**src/rtl/demux1x2_stream_if.sv**
```systemverilog
// ---------------------------------------------------------------------------
// demux1x2_stream_if
// Handshake/data bundle for the 1-to-2 stream demultiplexer.
//   in_valid / in_ready / in_data / in_sel : single input stream, in_sel picks
//                                            the destination channel
//   out0_valid / out0_ready / out0_data    : output channel 0
//   out1_valid / out1_ready / out1_data    : output channel 1
// Modports:
//   master : producer/consumer side (drives input stream and output readies)
//   slave  : demultiplexer side
// ---------------------------------------------------------------------------
interface demux1x2_stream_if #(
    parameter int DATA_W = 4
);
    logic              in_valid;
    logic              in_ready;
    logic [DATA_W-1:0] in_data;
    logic              in_sel;
    logic              out0_valid;
    logic              out0_ready;
    logic [DATA_W-1:0] out0_data;
    logic              out1_valid;
    logic              out1_ready;
    logic [DATA_W-1:0] out1_data;

    modport master (
        output in_valid, in_data, in_sel, out0_ready, out1_ready,
        input  in_ready, out0_valid, out0_data, out1_valid, out1_data
    );

    modport slave (
        input  in_valid, in_data, in_sel, out0_ready, out1_ready,
        output in_ready, out0_valid, out0_data, out1_valid, out1_data
    );
endinterface

```
**src/rtl/demux1x2_stream.sv**
```systemverilog
// ---------------------------------------------------------------------------
// demux1x2_stream
// Registered 1-to-2 stream demultiplexer. Each accepted input word is steered
// to output 0 or 1 by in_sel (sampled with the word) and lands in that
// channel's one-entry output register one cycle later.
// Ports:
//   clk  : clock, all state changes on rising edge
//   rst  : synchronous active-high reset (discards held words, clears counters)
//   bus  : demux1x2_stream_if.slave, input stream and both output streams
//   cnt0 : words delivered on out0 (modulo 2^CNT_W)
//   cnt1 : words delivered on out1 (modulo 2^CNT_W)
// Build option:
//   DEMUX1X2_STATS_EN : when defined, cnt0/cnt1 are real transfer counters;
//                       otherwise they are tied to zero and no counter
//                       registers exist.
// ---------------------------------------------------------------------------
module demux1x2_stream #(
    parameter int DATA_W = 4,
    parameter int CNT_W  = 8
) (
    input  logic                clk,
    input  logic                rst,
    demux1x2_stream_if.slave    bus,
    output logic [CNT_W-1:0]    cnt0,
    output logic [CNT_W-1:0]    cnt1
);

    typedef enum logic {
        CH_EMPTY = 1'b0,
        CH_FULL  = 1'b1
    } ch_state_t;

    ch_state_t         state0_r;
    ch_state_t         state1_r;
    ch_state_t         state0_nxt_s;
    ch_state_t         state1_nxt_s;
    logic [DATA_W-1:0] data0_r;
    logic [DATA_W-1:0] data1_r;

    logic ch0_free_s;
    logic ch1_free_s;
    logic in_ready_s;
    logic in_xfer_s;
    logic load0_s;
    logic load1_s;
    logic drain0_s;
    logic drain1_s;

    // Per-channel next state: a load always wins (covers drain+load while
    // FULL, so no bubble); a drain without a load empties the channel.
    function automatic ch_state_t ch_next(input ch_state_t cur,
                                          input logic load,
                                          input logic drain);
        ch_state_t nxt;
        nxt = cur;
        case (cur)
            CH_EMPTY: begin
                if (load) nxt = CH_FULL;
                else      nxt = CH_EMPTY;
            end
            CH_FULL: begin
                if (load)       nxt = CH_FULL;
                else if (drain) nxt = CH_EMPTY;
                else            nxt = CH_FULL;
            end
            default: nxt = CH_EMPTY;
        endcase
        return nxt;
    endfunction

    // Handshake decode: ready follows only the selected channel (head-of-line
    // blocking), and loads are qualified by in_valid so idle-cycle sel/data
    // cannot disturb either channel.
    always_comb begin
        ch0_free_s = (state0_r == CH_EMPTY) | bus.out0_ready;
        ch1_free_s = (state1_r == CH_EMPTY) | bus.out1_ready;
        if (bus.in_sel == 1'b1) begin
            in_ready_s = ch1_free_s;
        end else begin
            in_ready_s = ch0_free_s;
        end
        in_xfer_s = bus.in_valid & in_ready_s;
        load0_s   = in_xfer_s & ~bus.in_sel;
        load1_s   = in_xfer_s &  bus.in_sel;
        drain0_s  = (state0_r == CH_FULL) & bus.out0_ready;
        drain1_s  = (state1_r == CH_FULL) & bus.out1_ready;
    end

    // Next-state selection for both channel FSMs.
    always_comb begin
        state0_nxt_s = ch_next(state0_r, load0_s, drain0_s);
        state1_nxt_s = ch_next(state1_r, load1_s, drain1_s);
    end

    // Channel state registers; reset discards any held word.
    always_ff @(posedge clk) begin
        if (rst) begin
            state0_r <= CH_EMPTY;
            state1_r <= CH_EMPTY;
        end else begin
            state0_r <= state0_nxt_s;
            state1_r <= state1_nxt_s;
        end
    end

    // Output data registers; data is held (not cleared) after a drain.
    always_ff @(posedge clk) begin
        if (rst) begin
            data0_r <= {DATA_W{1'b0}};
            data1_r <= {DATA_W{1'b0}};
        end else begin
            if (load0_s) data0_r <= bus.in_data;
            else         data0_r <= data0_r;
            if (load1_s) data1_r <= bus.in_data;
            else         data1_r <= data1_r;
        end
    end

    assign bus.in_ready   = in_ready_s;
    assign bus.out0_valid = (state0_r == CH_FULL);
    assign bus.out0_data  = data0_r;
    assign bus.out1_valid = (state1_r == CH_FULL);
    assign bus.out1_data  = data1_r;

`ifdef DEMUX1X2_STATS_EN
    logic [CNT_W-1:0] cnt0_r;
    logic [CNT_W-1:0] cnt1_r;

    // Delivered-word counters, wrapping modulo 2^CNT_W.
    always_ff @(posedge clk) begin
        if (rst) begin
            cnt0_r <= {CNT_W{1'b0}};
            cnt1_r <= {CNT_W{1'b0}};
        end else begin
            if (drain0_s) cnt0_r <= cnt0_r + {{(CNT_W-1){1'b0}}, 1'b1};
            else          cnt0_r <= cnt0_r;
            if (drain1_s) cnt1_r <= cnt1_r + {{(CNT_W-1){1'b0}}, 1'b1};
            else          cnt1_r <= cnt1_r;
        end
    end

    assign cnt0 = cnt0_r;
    assign cnt1 = cnt1_r;
`else
    assign cnt0 = {CNT_W{1'b0}};
    assign cnt1 = {CNT_W{1'b0}};
`endif

endmodule

```
**src/flat_wrapper.sv**
```systemverilog
// flat-port wrapper written by rule: the top's interface ports become plain ports
module demux1x2_stream_flat 
#(
    parameter int DATA_W = 4,
    parameter int CNT_W  = 8
)
  (clk, rst, cnt0, cnt1, bus_in_valid, bus_in_data, bus_in_sel, bus_out0_ready, bus_out1_ready, bus_in_ready, bus_out0_valid, bus_out0_data, bus_out1_valid, bus_out1_data);
  demux1x2_stream_if #(.DATA_W(DATA_W)) bus_i ();
  input  logic clk;
  input  logic rst;
  output logic [CNT_W-1:0] cnt0;
  output logic [CNT_W-1:0] cnt1;
  input wire logic [$bits(bus_i.in_valid)-1:0] bus_in_valid;
  input wire logic [$bits(bus_i.in_data)-1:0] bus_in_data;
  input wire logic [$bits(bus_i.in_sel)-1:0] bus_in_sel;
  input wire logic [$bits(bus_i.out0_ready)-1:0] bus_out0_ready;
  input wire logic [$bits(bus_i.out1_ready)-1:0] bus_out1_ready;
  output wire logic [$bits(bus_i.in_ready)-1:0] bus_in_ready;
  output wire logic [$bits(bus_i.out0_valid)-1:0] bus_out0_valid;
  output wire logic [$bits(bus_i.out0_data)-1:0] bus_out0_data;
  output wire logic [$bits(bus_i.out1_valid)-1:0] bus_out1_valid;
  output wire logic [$bits(bus_i.out1_data)-1:0] bus_out1_data;
  assign bus_i.in_valid = bus_in_valid;
  assign bus_i.in_data = bus_in_data;
  assign bus_i.in_sel = bus_in_sel;
  assign bus_i.out0_ready = bus_out0_ready;
  assign bus_i.out1_ready = bus_out1_ready;
  assign bus_in_ready = bus_i.in_ready;
  assign bus_out0_valid = bus_i.out0_valid;
  assign bus_out0_data = bus_i.out0_data;
  assign bus_out1_valid = bus_i.out1_valid;
  assign bus_out1_data = bus_i.out1_data;
  demux1x2_stream #(.DATA_W(DATA_W), .CNT_W(CNT_W)) u_core (.clk(clk), .rst(rst), .bus(bus_i), .cnt0(cnt0), .cnt1(cnt1));
endmodule
```
**config.mk**
```make
export PLATFORM = sky130hd
export DESIGN_NAME = demux1x2_stream_flat
export DESIGN_NICKNAME = d
export VERILOG_FILES = /design/src/rtl/demux1x2_stream_if.sv /design/src/rtl/demux1x2_stream.sv /design/src/flat_wrapper.sv
export SDC_FILE = /design/constraint.sdc
export NUM_CORES = 1
export LEC_CHECK = 0
export CORE_MARGIN = 2
export CORE_UTILIZATION = 25
export DETAILED_ROUTE_END_ITERATION = 8
export GPL_ROUTABILITY_DRIVEN = 0
export PLACE_DENSITY = 0.57
export SKIP_CTS_REPAIR_TIMING = 1
export SLEW_MARGIN = 20
export SYNTH_ARGS = -nofsm -noshare
export SYNTH_HDL_FRONTEND = slang
export SYNTH_SLANG_ARGS = --single-unit
```
**constraint.sdc**
```tcl
create_clock -name clk -period 1.5 [get_ports clk]
set_clock_uncertainty 0.05 [all_clocks]
set_input_delay 0.375 -clock clk [delete_from_list [all_inputs] [get_ports clk]]
set_output_delay 0.375 -clock clk [all_outputs]
set_load 0.05 [all_outputs]
```
==> impl_metrics.json, run 1 <==
{
  "failed_checks": "setup timing",
  "floorplan.initialDensity": 0.2599,
  "detail_route.wl_per_cell_um": 9.096,
  "design_power_total_uw": 823.6,
  "final.min_clock_period_ns": 1.526,
  "post_synth.cell_area_avg_sq_um": 9.988,
  "avg_vias_per_cell": 3.772,
  "critPathLaunchType": "flip-flop",
  "timing.setup.tns_ns": -0.02552,
  "post-route-drc-count": 0,
  "setup-violations-final": 1,
  "power_per_cell_area_mw_per_mm2": 857.1,
  "setup_slack_ns": -0.02552,
  "reg2reg_to": "u_core.bus.out1_data[0]$_SDFFE_PP0P_",
  "sequentialPowerShare": 0.356,
  "chipWidth_um": 51.72,
  "place.detailed.hpwl_um": 808.5,
  "layout.core_utilization": 0.4386,
  "synthCells": 57,
  "cts_htree_levels": 1,
  "timing.critical_path.arrival_ns": 1.10,
  "max-clock-path-buffers": 2,
  "cp.required_ns": 1.07,
  "worst_ir_drop_vdd_mv": 0.5651,
  "pin_count_of_the_biggest_net_entering_global_routing": 15,
  "root_buffer": "sky130_fd_sc_hd__clkbuf_4",
  "timing.hold.worst.class": "reg -> reg",
  "antenna-diode-count": 0,
  "finish.net_count": 97,
  "crit_path_start": "u_core.bus.out0_valid$_SDFF_PP0_",
  "final-hold-violation-count": 0,
  "pwr-share-comb": 0.353,
  "grt_remaining_overflow": 0,
  "ys_warn_count": 0,
  "synth.cell_area_sq_um": 569.3,
  "ys_ff_latch": 10,
  "chipHeight_um": 51.72,
  "route.antenna.remaining_nets": 0,
  "synth_seq_area_share": 0.3516,
  "cts_buffers": 3,
  "critical_path.reg2reg.startpoint": "u_core.bus.out1_valid$_SDFF_PP0_",
  "power_frac_clock": 0.291,
  "switchingPower_uw": 283.6,
  "slowest_stage": "sky130_fd_sc_hd__dfxtp_4",
  "first_pass_drt_iterations": 3,
  "cap_viol_max_count": 0,
  "clkSlewWorstSetupHoldPaths_ns": 0.07,
  "drv_slew": 0,
  "cp_cell_sequence": "nand2b_4 -> mux2_4 -> buf_8",
  "timing.critical_path.to": "bus_in_ready",
  "num_vias": 430,
  "area.growth.synth_to_final_pct": 68.79,
  "intPower_uw": 540.0,
  "placement.io_buffers": 20,
  "globalRouteTotalUtil": 0.08359,
  "power.switching_fraction": 0.3443,
  "count_of_standard_cell_rows": 17,
  "timing.final.crit_share": 1.017,
  "first_global_vias": 380,
  "die-area_sq_mm": 0.002675,
  "drt_wl_total_um": 1037,
  "timing.hold.ws_ns": 0.4613,
  "grt_setup_unrepaired": "true",
  "critical_path_peak_fanout": 2,
  "fmax_mhz": 655.5,
  "r2r.worst_path.cells": 5,
  "post-route-cell-area_sq_um": 960.9,
  "tritoncts_clock_tree": "built",
  "detailed_place.area_sq_um": 878.3,
  "instances_no_fill": 114,
  "synthDistinctLibCells": 13,
  "worst-r2r-setup-slack_ns": 0.39,
  "run_status": "finished, violations left",
  "clk-insertion-delay-late_ns": 0.26,
  "io-pin-count": 37,
  "core_area_sq_mm": 0.002191,
  "wire_length_of_the_first_global_routing_pass_um": 1635,
  "clock_sink_count": 10,
  "placed_instances": 107,
  "endpoint_kind": "output pin",
  "antenna_violations_before_repair": 0,
  "dr.first_iter.drc_count": 4,
  "slowest_stage_delay_on_critical_path_ns": 0.36,
  "post-place-ws_ns": -0.3084,
  "path_class": "reg -> out",
  "fraction_of_final_layout_cells_with_drive_strength_greater_than_1": 0.3372,
  "fillCellCount": 217,
  "static-leakage-power_nw": 0.4527
}
metal layers:
layer	track usage	vias to the layer above	wire, um	part of all wire
met2	0.1218	25	505	0.49
met5	0	-	0	0
met3	0.04885	2	84	0.081
li1	-	212	-	-
met1	0.1027	191	436	0.42
met4	0.02632	0	11	0.011
state kept, by name, indices dropped and copies added, names as in the netlist:
register and cells:
u_core.bus.out1_data 4, u_core.bus.out0_valid 1, u_core.bus.out0_data 4, u_core.bus.out1_valid 1
how the worst min path moves through the flow:
stage,cells after the start,from,endpoint
after CTS,2,u_core.bus.out0_data[2]$_SDFFE_PP0P_,u_core.bus.out0_data[2]$_SDFFE_PP0P_
after global routing,4,bus_out0_ready,u_core.bus.out0_valid$_SDFF_PP0_
final,2,u_core.bus.out0_data[2]$_SDFFE_PP0P_,u_core.bus.out0_data[2]$_SDFFE_PP0P_
after detailed placement,2,u_core.bus.out0_data[2]$_SDFFE_PP0P_,u_core.bus.out0_data[2]$_SDFFE_PP0P_
after global placement,2,u_core.bus.out0_data[0]$_SDFFE_PP0P_,u_core.bus.out0_data[0]$_SDFFE_PP0P_
after floorplan,2,bus_in_data[2],u_core.bus.out1_data[2]$_SDFFE_PP0P_
Yosys cell counts (all sizes together):
cell type | count | area share
and3b | 1 | 0.022
mux2 | 1 | 0.020
mux2i | 8 | 0.14
and3 | 1 | 0.020
nand3 | 1 | 0.0088
buf | 17 | 0.22
a21oi | 2 | 0.018
dfxtp | 10 | 0.35
nand2b | 14 | 0.18
nand3b | 1 | 0.013
conb | 1 | 0.0066
worst max-delay path: cells and delay by family, from the launching register on:
family        cells  cell delay (ns)
simple gates      1             0.05
buf+inv           1             0.15
flops             1             0.36
mux               1             0.28
placed cells by master (no fill, tap or decap):
cell	netlist	final
sky130_fd_sc_hd__buf_12	0	11
sky130_fd_sc_hd__clkbuf_4	0	3
sky130_fd_sc_hd__and3b_4	1	1
sky130_fd_sc_hd__dfxtp_4	0	2
sky130_fd_sc_hd__a21oi_1	2	2
sky130_fd_sc_hd__mux2_4	0	1
sky130_fd_sc_hd__nand2b_4	2	2
sky130_fd_sc_hd__conb_1	1	16
sky130_fd_sc_hd__buf_4	16	6
sky130_fd_sc_hd__nand3b_1	1	1
sky130_fd_sc_hd__dlymetal6s2s_1	0	3
sky130_fd_sc_hd__clkdlybuf4s50_1	0	6
sky130_fd_sc_hd__dfxtp_1	10	8
sky130_fd_sc_hd__clkbuf_8	0	1
sky130_fd_sc_hd__buf_8	0	1
sky130_fd_sc_hd__mux2i_1	8	8
sky130_fd_sc_hd__nand2b_1	12	12
sky130_fd_sc_hd__and3_4	1	1
sky130_fd_sc_hd__nand3_1	1	1
logic make-up after synthesis:
group,after synthesis,share of synthesized area
AOI/OAI and AO/OA,2,0.01758
buffers and inverters,17,0.2198
DFF,10,0.3516
muxes,9,0.1604
other,1,0.006587
and+or+nand+nor,18,0.2440
power by group through the flow:
stage          clock (mW)  combinational (mW)  sequential (mW)
2_1_floorplan           0               0.165            0.344
3_3_place_gp            0               0.280            0.303
3_5_place_dp            0               0.281            0.303
4_1_cts             0.249               0.282            0.297
5_1_grt             0.259               0.304            0.295
6_report            0.240               0.291            0.293
layout make-up:
| cell class | instances | area [sq um] | area share |
|---|---|---|---|
| Sequential cell | 10 | 207.7 | 0.2161 |
| Multi-Input combinational cell | 45 | 304.0 | 0.3164 |
| Clock buffer | 4 | 36.28 | 0.03776 |
| Tap cell | 28 | 35.03 | 0.03646 |
| Timing Repair Buffer | 27 | 377.9 | 0.3932 |
Power figures use the tool's default switching activity.
==> run 2, diff against run 1 <==
--- a/config.mk
+++ b/config.mk
@@ -12,2 +12,3 @@
 export PLACE_DENSITY = 0.57
+export REMOVE_ABC_BUFFERS = 1
 export SKIP_CTS_REPAIR_TIMING = 1
==> constraint.sdc (replaced) <==
create_clock -name clk -period 1.5 [get_ports clk]
set_clock_uncertainty 0.05 [all_clocks]
set_input_delay 0.3 -clock clk [delete_from_list [all_inputs] [get_ports clk]]
set_output_delay 0.3 -clock clk [all_outputs]
set_load 0.05 [all_outputs]
==> run 2 against run 1 <==
The run now ends clean. Sequential share of layout area grew 0.92 points. Setup slack better by 0.067 ns. Combinational power down 5%. Clock power down 28%. Critical path depth unchanged. Flip-flop and latch count unchanged. Critical endpoint unchanged.
==> impl_metrics.json, run 2 (synthesis results as in run 1) <==
{
  "run_status": "finished, final reports clean",
  "cts_buffers": 3,
  "cp.required_ns": 1.15,
  "fraction_of_final_layout_cells_with_drive_strength_greater_than_1": 0.2963,
  "avg_vias_per_cell": 3.789,
  "cp_cell_sequence": "nand2b_4 -> mux2_4 -> buf_8",
  "design_power_total_uw": 747.1,
  "post-route-drc-count": 0,
  "root_buffer": "sky130_fd_sc_hd__clkbuf_4",
  "slowest_stage_delay_on_critical_path_ns": 0.37,
  "first_global_vias": 389,
  "die-area_sq_mm": 0.002675,
  "fmax_mhz": 685.6,
  "antenna_violations_before_repair": 0,
  "drt_wl_total_um": 968,
  "cap_viol_max_count": 0,
  "first_pass_drt_iterations": 3,
  "detail_route.wl_per_cell_um": 8.881,
  "floorplan.initialDensity": 0.2599,
  "worst_ir_drop_vdd_mv": 0.4084,
  "worst_path_dominant_cell_family": "flip-flops",
  "crit_path_start": "u_core.bus.out0_valid$_SDFF_PP0_",
  "pin_count_of_the_biggest_net_entering_global_routing": 15,
  "dr.first_iter.drc_count": 2,
  "slowest_stage": "sky130_fd_sc_hd__dfxtp_2",
  "critical_path_peak_fanout": 2,
  "clk-insertion-delay-late_ns": 0.26,
  "clock_sink_count": 10,
  "endpoint_kind": "output pin",
  "antenna-diode-count": 0,
  "io-pin-count": 37,
  "area.growth.synth_to_final_pct": 58.02,
  "timing.hold.worst.class": "in -> reg",
  "count_of_standard_cell_rows": 17,
  "place.detailed.hpwl_um": 832.1,
  "count_of_buffer_and_inverter_cells_on_the_critical_path": 1,
  "setup-violations-final": 0,
  "placement.io_buffers": 20,
  "timing.critical_path.arrival_ns": 1.11,
  "route.antenna.remaining_nets": 0,
  "wire_length_of_the_first_global_routing_pass_um": 1587,
  "setup_slack_ns": 0.04149,
  "critPathLaunchType": "flip-flop",
  "globalRouteTotalUtil": 0.07920,
  "chipHeight_um": 51.72,
  "timing.hold.ws_ns": 0.3912,
  "num_vias": 413,
  "cts_htree_levels": 1,
  "path_class": "reg -> out",
  "final-hold-violation-count": 0,
  "post-place-ws_ns": -0.1736,
  "drv_slew": 0,
  "static-leakage-power_nw": 0.4207,
  "tritoncts_clock_tree": "built",
  "clkSlewWorstSetupHoldPaths_ns": 0.06,
  "leading_cell_type_in_the_layout_fill_and_taps_excluded": "sky130_fd_sc_hd__conb_1",
  "grt_remaining_overflow": 0,
  "power_per_cell_area_mw_per_mm2": 830.5,
  "worstHoldStart": "bus_out1_ready",
  "max-clock-path-buffers": 2,
  "core_area_sq_mm": 0.002191,
  "final.min_clock_period_ns": 1.459,
  "finish.net_count": 93,
  "critical_path.reg2reg.startpoint": "u_core.bus.out0_valid$_SDFF_PP0_",
  "timing.final.crit_share": 0.9723,
  "chipWidth_um": 51.72,
  "most-common-layout-cells": "16 x sky130_fd_sc_hd__conb_1, 12 x sky130_fd_sc_hd__nand2b_1, 10 x sky130_fd_sc_hd__buf_12, 8 x sky130_fd_sc_hd__mux2i_1, 8 x sky130_fd_sc_hd__dfxtp_1",
  "grt_setup_unrepaired": "false"
}
[run 2: power breakdown]
part	switching, mW	internal (mW)
Sequential	0.0160	0.281
Clock	0.0810	0.0921
Combinational	0.173	0.105
[run 2: worst min-delay path, delay by kind of cell]
| family | cells | cell delay, ns |
|---|---|---|
| AOI/OAI and AO/OA | 1 | 0.05 |
| buffers and inverters | 2 | 0.19 |
| and+or+nand+nor | 1 | 0.12 |
[run 2: cell type report]
cell class | count | area (sq um)
timing repair buffer | 23 | 335.3
sequential | 10 | 202.7
clock buffer | 3 | 22.52
tap | 28 | 35.03
fill | 221 | 1291
multi-input combinational | 45 | 304.0
[run 2: path summary, 6_finish.rpt]
check,slack [ns],cells after the start,endpoint
worst max-delay path,0.04,3,bus_in_ready
worst min register to register,0.46,2,u_core.bus.out0_data[2]$_SDFFE_PP0P_
worst min-delay path,0.39,4,u_core.bus.out1_valid$_SDFF_PP0_
worst max register to register,0.46,4,u_core.bus.out0_data[1]$_SDFFE_PP0P_
[run 2: per-layer routing]
layer,routed length (um),vias to the layer above,global-route usage
met4,0,0,0.01316
met2,510,22,0.1325
met3,86,0,0.04598
li1,-,202,-
met5,0,-,0
met1,372,189,0.08803
[run 2: through the flow]
| stage | TNS [ns] | cells | utilization | instance area [sq um] |
|---|---|---|---|---|
| after floorplan | 0 | 55 | - | 500.5 |
| after global placement | -0.1457 | 106 | 0.3906 | 855.8 |
| after detailed placement | -0.1866 | 106 | 0.3906 | 855.8 |
| after CTS | -0.1806 | 109 | 0.4009 | 878.3 |
| after global routing | 0 | 109 | 0.4106 | 899.6 |
| final | 0 | 109 | 0.4106 | 899.6 |
